File: config.mk
export PLATFORM = sky130hd
export DESIGN_NAME = alu_dispatch_flat
export DESIGN_NICKNAME = d
export VERILOG_FILES = /design/src/rtl/alu_dispatch_if.sv /design/src/rtl/alu_dispatch.sv /design/src/flat_wrapper.sv
export SDC_FILE = /design/constraint.sdc
export NUM_CORES = 1
export LEC_CHECK = 0
export ABC_AREA = 1
export BUFFER_PORTS_ARGS = -buffer_cell sky130_fd_sc_hd__buf_2
export CORE_AREA = 10 10 175 177
export DETAILED_ROUTE_END_ITERATION = 10
export DIE_AREA = 0 0 185 187
export MAX_ROUTING_LAYER = met4
export PLACE_DENSITY = 0.62
export SETUP_SLACK_MARGIN = 0.1
export SLEW_MARGIN = 10
export SYNTH_ARGS = -nofsm -noshare
export SYNTH_HDL_FRONTEND = slang
export SYNTH_SLANG_ARGS = --single-unit
File: constraint.sdc
create_clock -name clk -period 4.6 [get_ports clk]
set_clock_uncertainty 0.05 [all_clocks]
set_input_delay 0.23 -clock clk [delete_from_list [all_inputs] [get_ports clk]]
set_output_delay 0.23 -clock clk [all_outputs]
set_load 0.005 [all_outputs]
File: src/rtl/alu_dispatch_if.sv
// alu_dispatch_if: bundles the upstream instruction handshake, the downstream
// ALU issue handshake, the flush strobe and the event counters of alu_dispatch.
//   slave  modport: the dispatch block (takes instructions, drives the issue).
//   master modport: the surrounding pipeline (drives instructions, consumes).
// Upstream:   in_valid, in_ready, instr[31:0], pc, rs1_val, rs2_val, flush
// Downstream: out_valid, out_ready, alu_a, alu_b, alu_op[3:0], rd[4:0], illegal
// Status:     issue_cnt[31:0], illegal_cnt[31:0]
interface alu_dispatch_if #(
    parameter int XLEN = 32
);
    logic            in_valid;
    logic            in_ready;
    logic [31:0]     instr;
    logic [XLEN-1:0] pc;
    logic [XLEN-1:0] rs1_val;
    logic [XLEN-1:0] rs2_val;
    logic            flush;
    logic            out_valid;
    logic            out_ready;
    logic [XLEN-1:0] alu_a;
    logic [XLEN-1:0] alu_b;
    logic [3:0]      alu_op;
    logic [4:0]      rd;
    logic            illegal;
    logic [31:0]     issue_cnt;
    logic [31:0]     illegal_cnt;

    modport slave (
        input  in_valid, instr, pc, rs1_val, rs2_val, flush, out_ready,
        output in_ready, out_valid, alu_a, alu_b, alu_op, rd, illegal,
               issue_cnt, illegal_cnt
    );

    modport master (
        output in_valid, instr, pc, rs1_val, rs2_val, flush, out_ready,
        input  in_ready, out_valid, alu_a, alu_b, alu_op, rd, illegal,
               issue_cnt, illegal_cnt
    );
endinterface

File: src/rtl/alu_dispatch.sv
// alu_dispatch: decodes RV32I register/immediate ALU instructions (OP, OP-IMM,
// LUI, AUIPC) into registered ALU operands and opcode, behind a one-entry
// valid/ready skid-free register stage.
//   clk   : single clock, rising edge
//   rst_n : asynchronous active-low reset, clears control, data and counters
//   bus   : alu_dispatch_if.slave (instruction in, ALU issue out, flush,
//           issue/illegal counters)
// alu_op encoding: 0000 add, 1000 sub, 0001 sll, 0010 slt, 0011 sltu,
// 0100 xor, 0101 srl, 1101 sra, 0110 or, 0111 and, 1001 pass-b.
module alu_dispatch #(
    parameter int XLEN = 32
) (
    input  logic           clk,
    input  logic           rst_n,
    alu_dispatch_if.slave  bus
);
    localparam logic [0:0] EMPTY = 1'b0;
    localparam logic [0:0] FULL  = 1'b1;

    localparam logic [6:0] OPC_OP    = 7'b0110011;
    localparam logic [6:0] OPC_IMM   = 7'b0010011;
    localparam logic [6:0] OPC_LUI   = 7'b0110111;
    localparam logic [6:0] OPC_AUIPC = 7'b0010111;
    localparam logic [6:0] F7_ZERO   = 7'b0000000;
    localparam logic [6:0] F7_ALT    = 7'b0100000;

    typedef struct packed {
        logic [XLEN-1:0] a;
        logic [XLEN-1:0] b;
        logic [3:0]      op;
        logic            ill;
    } dec_t;

    // Undecodable words default to a zeroed add with the illegal flag set.
    function automatic dec_t decode(input logic [31:0]     ins,
                                    input logic [XLEN-1:0] pc_v,
                                    input logic [XLEN-1:0] rs1_v,
                                    input logic [XLEN-1:0] rs2_v);
        dec_t                   d;
        logic [6:0]             opcode;
        logic [6:0]             funct7;
        logic [2:0]             funct3;
        logic signed [XLEN-1:0] imm_i;
        logic [XLEN-1:0]        imm_u;
        opcode = ins[6:0];
        funct7 = ins[31:25];
        funct3 = ins[14:12];
        imm_i  = {{(XLEN-12){ins[31]}}, ins[31:20]};
        imm_u  = {{(XLEN-32){1'b0}}, ins[31:12], 12'b0};
        d      = '{a: '0, b: '0, op: 4'b0000, ill: 1'b1};
        case (opcode)
            OPC_OP: begin
                if (funct7 == F7_ZERO ||
                    (funct7 == F7_ALT && (funct3 == 3'b000 || funct3 == 3'b101))) begin
                    d = '{a: rs1_v, b: rs2_v, op: {ins[30], funct3}, ill: 1'b0};
                end
            end
            OPC_IMM: begin
                // Only the shift forms qualify funct7; bit 30 of other
                // immediates is plain immediate data.
                if ((funct3 == 3'b001 && funct7 == F7_ZERO) ||
                    (funct3 == 3'b101 && (funct7 == F7_ZERO || funct7 == F7_ALT)) ||
                    (funct3 != 3'b001 && funct3 != 3'b101)) begin
                    d = '{a: rs1_v, b: imm_i,
                          op: {(funct3 == 3'b101) ? ins[30] : 1'b0, funct3},
                          ill: 1'b0};
                end
            end
            OPC_LUI:   d = '{a: '0,   b: imm_u, op: 4'b1001, ill: 1'b0};
            OPC_AUIPC: d = '{a: pc_v, b: imm_u, op: 4'b0000, ill: 1'b0};
            default:   d = '{a: '0, b: '0, op: 4'b0000, ill: 1'b1};
        endcase
        return d;
    endfunction

    logic [0:0]      state_p1;
    logic            vld_p1;
    logic [XLEN-1:0] alu_a_p1;
    logic [XLEN-1:0] alu_b_p1;
    logic [3:0]      alu_op_p1;
    logic [4:0]      rd_p1;
    logic            ill_p1;
    logic [31:0]     issue_cnt_q;
    logic [31:0]     illegal_cnt_q;

    logic            ready;
    logic            accept;
    logic            consume;
    dec_t            dec_p0;

    // Stage p0: combinational decode and handshake
    assign vld_p1  = (state_p1 == FULL);
    assign ready   = !vld_p1 || bus.out_ready;
    assign accept  = bus.in_valid && ready && !bus.flush;
    assign consume = vld_p1 && bus.out_ready;
    assign dec_p0  = decode(bus.instr, bus.pc, bus.rs1_val, bus.rs2_val);

    // Stage p1: registered issue
    always_ff @(posedge clk or negedge rst_n) begin
        if (!rst_n) begin
            state_p1      <= EMPTY;
            alu_a_p1      <= '0;
            alu_b_p1      <= '0;
            alu_op_p1     <= 4'b0000;
            rd_p1         <= 5'd0;
            ill_p1        <= 1'b0;
            issue_cnt_q   <= 32'd0;
            illegal_cnt_q <= 32'd0;
        end else begin
            if (bus.flush) begin
                state_p1 <= EMPTY;
            end else if (accept) begin
                state_p1 <= FULL;
            end else if (consume) begin
                state_p1 <= EMPTY;
            end

            if (accept) begin
                alu_a_p1  <= dec_p0.a;
                alu_b_p1  <= dec_p0.b;
                alu_op_p1 <= dec_p0.op;
                rd_p1     <= bus.instr[11:7];
                ill_p1    <= dec_p0.ill;
            end

            // A flushed issue is not counted even if downstream took it.
            if (consume && !bus.flush) begin
                issue_cnt_q <= issue_cnt_q + 32'd1;
                if (ill_p1) begin
                    illegal_cnt_q <= illegal_cnt_q + 32'd1;
                end
            end
        end
    end

    assign bus.in_ready    = ready;
    assign bus.out_valid   = vld_p1;
    assign bus.alu_a       = alu_a_p1;
    assign bus.alu_b       = alu_b_p1;
    assign bus.alu_op      = alu_op_p1;
    assign bus.rd          = rd_p1;
    assign bus.illegal     = ill_p1;
    assign bus.issue_cnt   = issue_cnt_q;
    assign bus.illegal_cnt = illegal_cnt_q;
endmodule

File: src/flat_wrapper.sv
// flat-port wrapper written by rule: the top's interface ports become plain ports
module alu_dispatch_flat 
#(
    parameter int XLEN = 32
)
  (clk, rst_n, bus_in_valid, bus_instr, bus_pc, bus_rs1_val, bus_rs2_val, bus_flush, bus_out_ready, bus_in_ready, bus_out_valid, bus_alu_a, bus_alu_b, bus_alu_op, bus_rd, bus_illegal, bus_issue_cnt, bus_illegal_cnt);
  alu_dispatch_if #(.XLEN(XLEN)) bus_i ();
  input  logic clk;
  input  logic rst_n;
  input wire logic [$bits(bus_i.in_valid)-1:0] bus_in_valid;
  input wire logic [$bits(bus_i.instr)-1:0] bus_instr;
  input wire logic [$bits(bus_i.pc)-1:0] bus_pc;
  input wire logic [$bits(bus_i.rs1_val)-1:0] bus_rs1_val;
  input wire logic [$bits(bus_i.rs2_val)-1:0] bus_rs2_val;
  input wire logic [$bits(bus_i.flush)-1:0] bus_flush;
  input wire logic [$bits(bus_i.out_ready)-1:0] bus_out_ready;
  output wire logic [$bits(bus_i.in_ready)-1:0] bus_in_ready;
  output wire logic [$bits(bus_i.out_valid)-1:0] bus_out_valid;
  output wire logic [$bits(bus_i.alu_a)-1:0] bus_alu_a;
  output wire logic [$bits(bus_i.alu_b)-1:0] bus_alu_b;
  output wire logic [$bits(bus_i.alu_op)-1:0] bus_alu_op;
  output wire logic [$bits(bus_i.rd)-1:0] bus_rd;
  output wire logic [$bits(bus_i.illegal)-1:0] bus_illegal;
  output wire logic [$bits(bus_i.issue_cnt)-1:0] bus_issue_cnt;
  output wire logic [$bits(bus_i.illegal_cnt)-1:0] bus_illegal_cnt;
  assign bus_i.in_valid = bus_in_valid;
  assign bus_i.instr = bus_instr;
  assign bus_i.pc = bus_pc;
  assign bus_i.rs1_val = bus_rs1_val;
  assign bus_i.rs2_val = bus_rs2_val;
  assign bus_i.flush = bus_flush;
  assign bus_i.out_ready = bus_out_ready;
  assign bus_in_ready = bus_i.in_ready;
  assign bus_out_valid = bus_i.out_valid;
  assign bus_alu_a = bus_i.alu_a;
  assign bus_alu_b = bus_i.alu_b;
  assign bus_alu_op = bus_i.alu_op;
  assign bus_rd = bus_i.rd;
  assign bus_illegal = bus_i.illegal;
  assign bus_issue_cnt = bus_i.issue_cnt;
  assign bus_illegal_cnt = bus_i.illegal_cnt;
  alu_dispatch #(.XLEN(XLEN)) u_core (.clk(clk), .rst_n(rst_n), .bus(bus_i));
endmodule
==> Implementation_results.wiki, run 1 <==
{| class="wikitable"
! Metric !! Value
|-
| Worst-case register-to-register setup slack || 2150 ps
|-
| Cells after Synth || 1098
|-
| TritonCTS buffer count || 17
|-
| Largest stage delay on the critical path || 780 ps
|-
| Worst min-delay path category || input pin to flip-flop
|-
| Total wire length || 28800 um
|-
| Data required time at the worst endpoint || 4870 ps
|-
| Total iterations of the first detailed-routing run || 5
|-
| Final setup vio count || 0
|-
| Hold Vio Cnt, Final || 0
|-
| Total number of H-tree levels || 4
|-
| RSZ-0062 raised after global routing || false
|-
| Worst setup path startpoint || u_core.bus.out_valid
|-
| Standard cell core area || 27300 um2
|-
| Run status || complete, no violations
|-
| Total stage count of the critical path || 11
|-
| Vias per cell || 4.80
|-
| Worst-Margin Slew || 1160 ps
|-
| Ordered list of cells on the worst path || inv_1, nor2_1, inv_2, nand3_4, inv_2, nand2_1, nor2_1, buf_4, o211ai_1, nand2_1, inv_1
|-
| Filler cell count in the final layout || 2883
|-
| Remaining Overflow, GRT || 0
|-
| Buffer levels on the longest clock path || 2
|-
| Latest clock arrival within the worst-skew pair || 420 ps
|-
| Terminus of the critical flop-to-flop path || u_core.bus.illegal
|-
| Final critical-path setup slack || 2150 ps
|-
| Leakage Power || 5.73 nW
|-
| Via count of the first global-routing pass || 8448
|-
| Clock sink count || 139
|-
| Sequential area share after synthesis || 43.6%
|-
| Boundary Pins || 273
|-
| Maximum frequency from static timing analysis || 0.409 GHz
|-
| Placed inst area || 9600 um2
|-
| Final worst path period need || 2450 ps
|-
| Critical R2R Launch || u_core.bus.out_valid
|-
| Capturing instance or port of the critical path || u_core.bus.illegal
|-
| Number of maximum-capacitance constraint violations || 0
|-
| Hold Path Origin || bus_instr[14]
|-
| Total Die Area || 34600 um2
|-
| CTS Hold Bufs || 6
|-
| Clock-pin slew on the worst setup and hold paths || 70 ps
|-
| # Post-CTS Setup Buffers || 0
|-
| Final hold slack || 67.8 ps
|-
| Yosys synthesis warning count || 0
|-
| Share of layout cells above drive strength 1 || 25.2%
|-
| Largest delay contributor family on the critical path || buffers and inverters
|-
| First-iteration detailed-routing DRC count || 527
|-
| Final worst path period share || 53.2%
|-
| Cells resized by post-CTS repair || 0
|-
| WL per Instance || 16.8 um
|-
| Width of the die || 185 um
|-
| Final-layout setup total negative slack || 0 ps
|-
| RD Place Congestion || 0.835
|-
| Final-report max-slew violation count || 0
|-
| Via count of the routed design || 8225
|-
| Cell area after synthesis || 7980 um2
|-
| Number of library cell types mapped by synthesis || 32
|-
| Count of input and output buffers || 272
|-
| Worst slew margin || 22.4%
|-
| Kind of capture point of the worst setup path || flip-flop
|-
| Final core utilization || 37.6%
|-
| VDD IR-drop max || 0.189 mV
|-
| Starting density of the core || 29.2%
|-
| Number of storage elements in the synthesis netlist || 139
|-
| Average size of a mapped cell || 7.26 um2
|-
| First-pass GRT wire length || 46600 um
|-
| Data arrival time at the worst-slack endpoint || 2710 ps
|-
| Power per standard cell area || 298 nW/um2
|-
| Dpl cells || 1672
|-
| Cell type of the slowest stage on the worst timing path || sky130_fd_sc_hd__inv_2
|-
| Vertical extent of the die || 187 um
|-
| Layout overhead on the synthesized area || 28.8%
|-
| Number of nets produced by synthesis || 1233
|-
| Cell row count || 61
|-
| Number of DRC violations after detailed routing || 0
|-
| Count of nets after finishing || 1486
|-
| Number of standard cells in the final layout excluding fillers || 1712
|-
| Pre-CTS WS || 1830 ps
|-
| Root buffer selected by CTS || sky130_fd_sc_hd__clkbuf_16
|-
| Highest fanout seen on the critical path || 54
|-
| HPWL after detailed placement || 21000 um
|-
| Maximum number of pins on one net before global-route repair || 77
|-
| Startpoint types || flip-flop
|-
| Total power || 3.06 mW
|-
| Number of antenna violations at the first check in global routing || 2
|-
| Total track usage || 17.2%
|-
| Depth of the worst register-to-register path || 11
|-
| Worst setup path class || flip-flop to flip-flop
|-
| Buf/Inv on CP || 5
|-
| TritonCTS clock tree || yes
|-
| Area of all placed cells without fillers || 10300 um2
|-
| Antenna Violating Nets Remaining || 0
|}
==> cell type report <==
type	instances	area [um2]	share of cell area, %
clock buffer	19	453	4.41
sequential	139	3480	33.9
timing repair buffer	286	1490	14.5
inverter	65	245	2.39
multi-input combinational	842	4010	39.1
clock inverter	13	155	1.51
tap	346	433	4.22
antenna	2	5.00	0.0487
==> worst min-delay path by stage <==
stage	end	cells past startpoint
2_1_floorplan	u_core.bus.alu_a[0]	0
3_3_place_gp	u_core.bus.issue_cnt[15]	1
3_5_place_dp	u_core.bus.issue_cnt[15]	1
4_1_cts	u_core.bus.alu_op[2]	3
5_1_grt	u_core.bus.out_valid	2
6_report	u_core.bus.alu_op[2]	3
==> worst register-to-register path, cell delays in order (launching register included) <==
cell	delay [ps]
sky130_fd_sc_hd__dfrtp_1	420
sky130_fd_sc_hd__inv_1	70
sky130_fd_sc_hd__nor2_1	40
sky130_fd_sc_hd__inv_2	80
sky130_fd_sc_hd__nand3_4	90
sky130_fd_sc_hd__inv_2	780
sky130_fd_sc_hd__nand2_1	130
sky130_fd_sc_hd__nor2_1	130
sky130_fd_sc_hd__buf_4	280
sky130_fd_sc_hd__o211ai_1	150
sky130_fd_sc_hd__nand2_1	100
sky130_fd_sc_hd__inv_1	40
==> cells in the mapped netlist <==
cell	number	area share (%)
sky130_fd_sc_hd__buf_2	18	1.1
sky130_fd_sc_hd__nand2_4	3	0.42
sky130_fd_sc_hd__nand3_2	3	0.38
sky130_fd_sc_hd__inv_1	60	2.8
sky130_fd_sc_hd__nor3_4	2	0.41
sky130_fd_sc_hd__ha_1	2	0.31
sky130_fd_sc_hd__clkbuf_1	19	0.89
sky130_fd_sc_hd__nand3_1	250	16
sky130_fd_sc_hd__nor4_1	2	0.16
sky130_fd_sc_hd__nor2_8	3	0.75
sky130_fd_sc_hd__buf_6	1	0.14
sky130_fd_sc_hd__o21ai_0	2	0.13
sky130_fd_sc_hd__dfrtp_1	139	44
sky130_fd_sc_hd__nand2_1	410	19
sky130_fd_sc_hd__inv_2	5	0.24
sky130_fd_sc_hd__nand2_2	2	0.16
sky130_fd_sc_hd__nor2_1	68	3.2
sky130_fd_sc_hd__nor2_2	5	0.39
sky130_fd_sc_hd__nor3_1	11	0.69
sky130_fd_sc_hd__nor2_4	4	0.56
sky130_fd_sc_hd__o211ai_1	1	0.094
sky130_fd_sc_hd__or2_2	1	0.078
sky130_fd_sc_hd__nand4_1	14	1.1
sky130_fd_sc_hd__o21ai_1	3	0.19
sky130_fd_sc_hd__a21oi_1	1	0.063
sky130_fd_sc_hd__nor3_2	1	0.13
sky130_fd_sc_hd__xor2_2	1	0.20
sky130_fd_sc_hd__nand3b_1	14	1.3
sky130_fd_sc_hd__buf_1	3	0.14
sky130_fd_sc_hd__xor2_1	25	2.7
sky130_fd_sc_hd__xnor2_1	14	1.5
sky130_fd_sc_hd__buf_4	11	1.0
==> sequential cells by signal (all words and copies together), names as in the netlist <==
name,cells
u_core.bus.illegal_cnt,32
u_core.bus.out_valid,1
u_core.bus.alu_op,4
u_core.bus.rd,5
u_core.bus.alu_b,32
u_core.bus.illegal,1
u_core.bus.issue_cnt,32
u_core.bus.alu_a,32
==> cells by family (layout without fill, tap and decap cells) <==
kind of cell,after synthesis,in the layout,share of synthesized area (%)
simple gates,793,793,44.7
flops,139,139,43.6
buf+inv,117,383,6.40
xor+xnor,40,40,4.49
compound gates,7,7,0.471
fa+ha+maj,2,2,0.314
other cells,0,2,0
==> power by group <==
| group | internal (mW) | total (mW) | switching (mW) |
|---|---|---|---|
| combinational | 0.112 | 0.289 | 0.177 |
| sequential | 1.26 | 1.32 | 0.0551 |
| clock | 0.844 | 1.45 | 0.606 |
| total | 2.22 | 3.06 | 0.838 |
==> routing by layer <==
layer | up-vias | track usage (%) | share of wire [%]
met2 | 315 | 27.2 | 47
li1 | 4063 | - | -
met3 | 23 | 4.86 | 8.1
met1 | 3824 | 21.0 | 43
met4 | 0 | 4.25 | 1.4
met5 | - | - | 0
==> layout by cell type (no fill, tap or decap), types with 3 or more instances in the layout <==
cell	n
sky130_fd_sc_hd__buf_2	271
sky130_fd_sc_hd__buf_4	8
sky130_fd_sc_hd__clkbuf_16	17
sky130_fd_sc_hd__clkinv_4	4
sky130_fd_sc_hd__dfrtp_1	139
sky130_fd_sc_hd__dlygate4sd3_1	6
sky130_fd_sc_hd__inv_1	60
sky130_fd_sc_hd__inv_2	4
sky130_fd_sc_hd__inv_6	6
sky130_fd_sc_hd__nand2_1	410
sky130_fd_sc_hd__nand2_4	3
sky130_fd_sc_hd__nand3_1	249
sky130_fd_sc_hd__nand3_2	3
sky130_fd_sc_hd__nand3b_1	14
sky130_fd_sc_hd__nand4_1	14
sky130_fd_sc_hd__nor2_1	67
sky130_fd_sc_hd__nor2_2	4
sky130_fd_sc_hd__nor2_4	6
sky130_fd_sc_hd__nor2_8	3
sky130_fd_sc_hd__nor3_1	11
sky130_fd_sc_hd__o21ai_1	3
sky130_fd_sc_hd__xnor2_1	14
sky130_fd_sc_hd__xor2_1	25
Power figures use the tool's default switching activity.
==> inputs of run 2 (changes only) <==
- clock period: 4.6 -> 2.3 ns (I/O delays scaled with it)
==> run 2 against run 1 <==
Die area stayed put; via count up 10%; cell count is 7.2% higher; cell area is 14% higher; critical path depth up 2; clock-buffer cell count grew 1; power rose by 110%; combinational power grew 150%; highest routed layer unchanged.
==> Implementation_results.wiki, run 2 (synthesis results as in run 1) <==
{| class="wikitable"
! Metric !! Value
|-
| Depth of the worst register-to-register path || 9 (-2)
|-
| Power per standard cell area || 542 nW/um2 (+82%)
|-
| Run status || complete, no violations
|-
| Number of DRC violations after detailed routing || 0 (unchanged)
|-
| Remaining Overflow, GRT || 0 (unchanged)
|-
| First-iteration detailed-routing DRC count || 631 (+20%)
|-
| Final worst path period need || 2160 ps
|-
| Final setup vio count || 0 (unchanged)
|-
| RD Place Congestion || 0.861 (+3.2%)
|-
| Multi-input gate area || 4060 um2 (+1.2%)
|-
| Highest fanout seen on the critical path || 8 (-85%)
|-
| Worst setup path startpoint || bus_instr[13]
|-
| Maximum number of pins on one net before global-route repair || 64 (-17%)
|-
| Latest clock arrival within the worst-skew pair || 430 ps (about the same)
|-
| First-pass GRT wire length || 49000 um (+5.3%)
|-
| Boundary Pins || 273 (unchanged)
|-
| Filler cell count in the final layout || 2722 (-5.6%)
|-
| VDD IR-drop max || 0.374 mV (+97%)
|-
| Buffer levels on the longest clock path || 2 (unchanged)
|-
| Final-report max-slew violation count || 0 (unchanged)
|-
| Number of antenna violations at the first check in global routing || 1 (-1)
|-
| Hold Path Origin || bus_instr[23]
|-
| Worst setup path class || input pin to flip-flop
|-
| Worst slew margin || 60.3% (+38 points)
|-
| Worst-case register-to-register setup slack || 350 ps (-1800 ps)
|-
| Most common library cell in the layout ignoring fill and taps || sky130_fd_sc_hd__nand2_1
|-
| Data arrival time at the worst-slack endpoint || 2460 ps (-250 ps)
|-
| Via count of the first global-routing pass || 9101 (+7.7%)
|-
| TritonCTS clock tree || yes
|-
| Terminus of the critical flop-to-flop path || u_core.bus.alu_a[31]
|-
| Share of layout cells above drive strength 1 || 24.8% (-0.42 points)
|-
| Maximum frequency from static timing analysis || 0.464 GHz
|-
| Total Die Area || 34600 um2 (unchanged)
|-
| Vias per cell || 4.94 (+2.7%)
|-
| Critical R2R Launch || u_core.bus.out_valid
|-
| Hold Vio Cnt, Final || 0 (unchanged)
|-
| Count of input and output buffers || 272 (unchanged)
|-
| Cell row count || 61 (unchanged)
|-
| Vertical extent of the die || 187 um (unchanged)
|-
| Root buffer selected by CTS || sky130_fd_sc_hd__clkbuf_16
|-
| HPWL after detailed placement || 21500 um (+2.7%)
|-
| Standard cell core area || 27300 um2 (unchanged)
|-
| Final critical-path setup slack || 144 ps (-2010 ps)
|-
| Total track usage || 18.1% (+0.93 points)
|-
| Top library cells by usage in the layout, fill and taps aside || sky130_fd_sc_hd__nand2_1, sky130_fd_sc_hd__buf_2, sky130_fd_sc_hd__nand3_1
|-
| Worst min-delay path category || input pin to flip-flop
|-
| Kind of capture point of the worst setup path || flip-flop
|-
| Clock sink count || 139 (unchanged)
|-
| Startpoint types || input pin
|-
| Final-layout setup total negative slack || 0 ps (unchanged)
|-
| TritonCTS buffer count || 17 (unchanged)
|-
| Pre-CTS WS || 455 ps (-1370 ps)
|-
| End point of the worst hold path || u_core.bus.alu_b[23]
|-
| Number of maximum-capacitance constraint violations || 0 (unchanged)
|-
| Clock-pin slew on the worst setup and hold paths || 70 ps (about the same)
|-
| Layout overhead on the synthesized area || 46.3%
|-
| Starting density of the core || 29.2% (unchanged)
|-
| Worst-Margin Slew || 595 ps (-565 ps)
|-
| RSZ-0062 raised after global routing || false
|-
| Leakage Power || 6.43 nW (+12%)
|-
| WL per Instance || 17.2 um (+2.5%)
|-
| Via count of the routed design || 9058 (+10%)
|-
| Data required time at the worst endpoint || 2610 ps (-2260 ps)
|-
| Final worst path period share || 93.7%
|-
| Total number of H-tree levels || 4 (unchanged)
|-
| Antenna Violating Nets Remaining || 0 (unchanged)
|-
| Total wire length || 31600 um (+9.9%)
|-
| Width of the die || 185 um (unchanged)
|-
| Count of nets after finishing || 1612 (+8.5%)
|-
| Hold path depth || 5 (+2)
|-
| Sequential cell area || 3480 um2 (unchanged)
|-
| Total iterations of the first detailed-routing run || 7 (+2)
|}
-- run 2: cell types whose count changed in the layout (fill, tap and decap cells not counted), moves of 3 or more --
cell,before,now
sky130_fd_sc_hd__buf_4,8,18
sky130_fd_sc_hd__dlygate4sd3_1,6,109
sky130_fd_sc_hd__inv_6,6,1
sky130_fd_sc_hd__nand2_1,410,407
sky130_fd_sc_hd__clkbuf_16,17,20
sky130_fd_sc_hd__clkinv_4,4,1
sky130_fd_sc_hd__clkinvlp_4,1,4
sky130_fd_sc_hd__buf_12,0,7
-- run 2: area by class of cell --
class | instances | area share [%]
tap | 346 | 3.71
inverter | 65 | 2.09
clock buffer | 20 | 3.83
timing repair buffer | 411 | 24.3
clock inverter | 10 | 1.44
antenna | 1 | 0.0215
sequential | 139 | 29.8
multi-input combinational | 843 | 34.8
-- run 2: worst max-delay path, stage by stage --
cell	delay, ps
sky130_fd_sc_hd__dlygate4sd3_1	530
sky130_fd_sc_hd__buf_2	170
sky130_fd_sc_hd__inv_1	130
sky130_fd_sc_hd__nand3_2	110
sky130_fd_sc_hd__nand2_2	100
sky130_fd_sc_hd__nand2_2	120
sky130_fd_sc_hd__nand2_8	150
sky130_fd_sc_hd__clkbuf_16	180
sky130_fd_sc_hd__nand3_1	70
sky130_fd_sc_hd__nand3_1	100
sky130_fd_sc_hd__dlygate4sd3_1	560
sky130_fd_sc_hd__nand2_1	60
sky130_fd_sc_hd__nand2_1	60
-- run 2: per-layer routing --
metal	vias to the layer above	global-route usage (%)	wire length [um]
met5	-	-	0
met4	0	5.35	744
met3	60	4.23	2200
met2	399	28.4	15100
met1	4293	22.6	13600
li1	4306	-	-
-- run 2: how the worst max path moves through the flow --
stage                                  to  cells after the start
2_1_floorplan    u_core.bus.issue_cnt[24]                      8
3_3_place_gp   u_core.bus.illegal_cnt[24]                     10
3_5_place_dp         u_core.bus.alu_a[23]                     11
4_1_cts              u_core.bus.alu_a[31]                     13
5_1_grt              u_core.bus.alu_b[17]                     13
6_report              u_core.bus.alu_a[4]                     13
-- run 2: report_power, final --
group	switching, mW	total (mW)	leakage (nW)	internal (mW)
combinational	0.394	0.719	4.27	0.325
sequential	0.106	2.63	1.87	2.53
clock	1.13	2.97	0.285	1.84
total	1.63	6.32	6.43	4.69
-- run 2: what timing repair did --
action,CTS,global route
setup buffers,0,3
gates resized for setup,0,16
hold buffers,109,0
endpoints found under the setup margin,0,39
endpoints found under the hold margin,117,0
-- run 2: through the flow --
step	total power, mW	std cells	hold WS (ps)	utilization (%)	area (um2)
6_report	6.32	1835	15.4	42.7	11700
5_1_grt	6.61	1835	21.3	42.7	11700
4_1_cts	6.41	1825	0.0183	42.0	11500
3_5_place_dp	3.29	1686	64.0	35.7	9760
3_3_place_gp	3.28	1686	56.8	35.7	9760
2_1_floorplan	2.88	1098	-231	-	7980
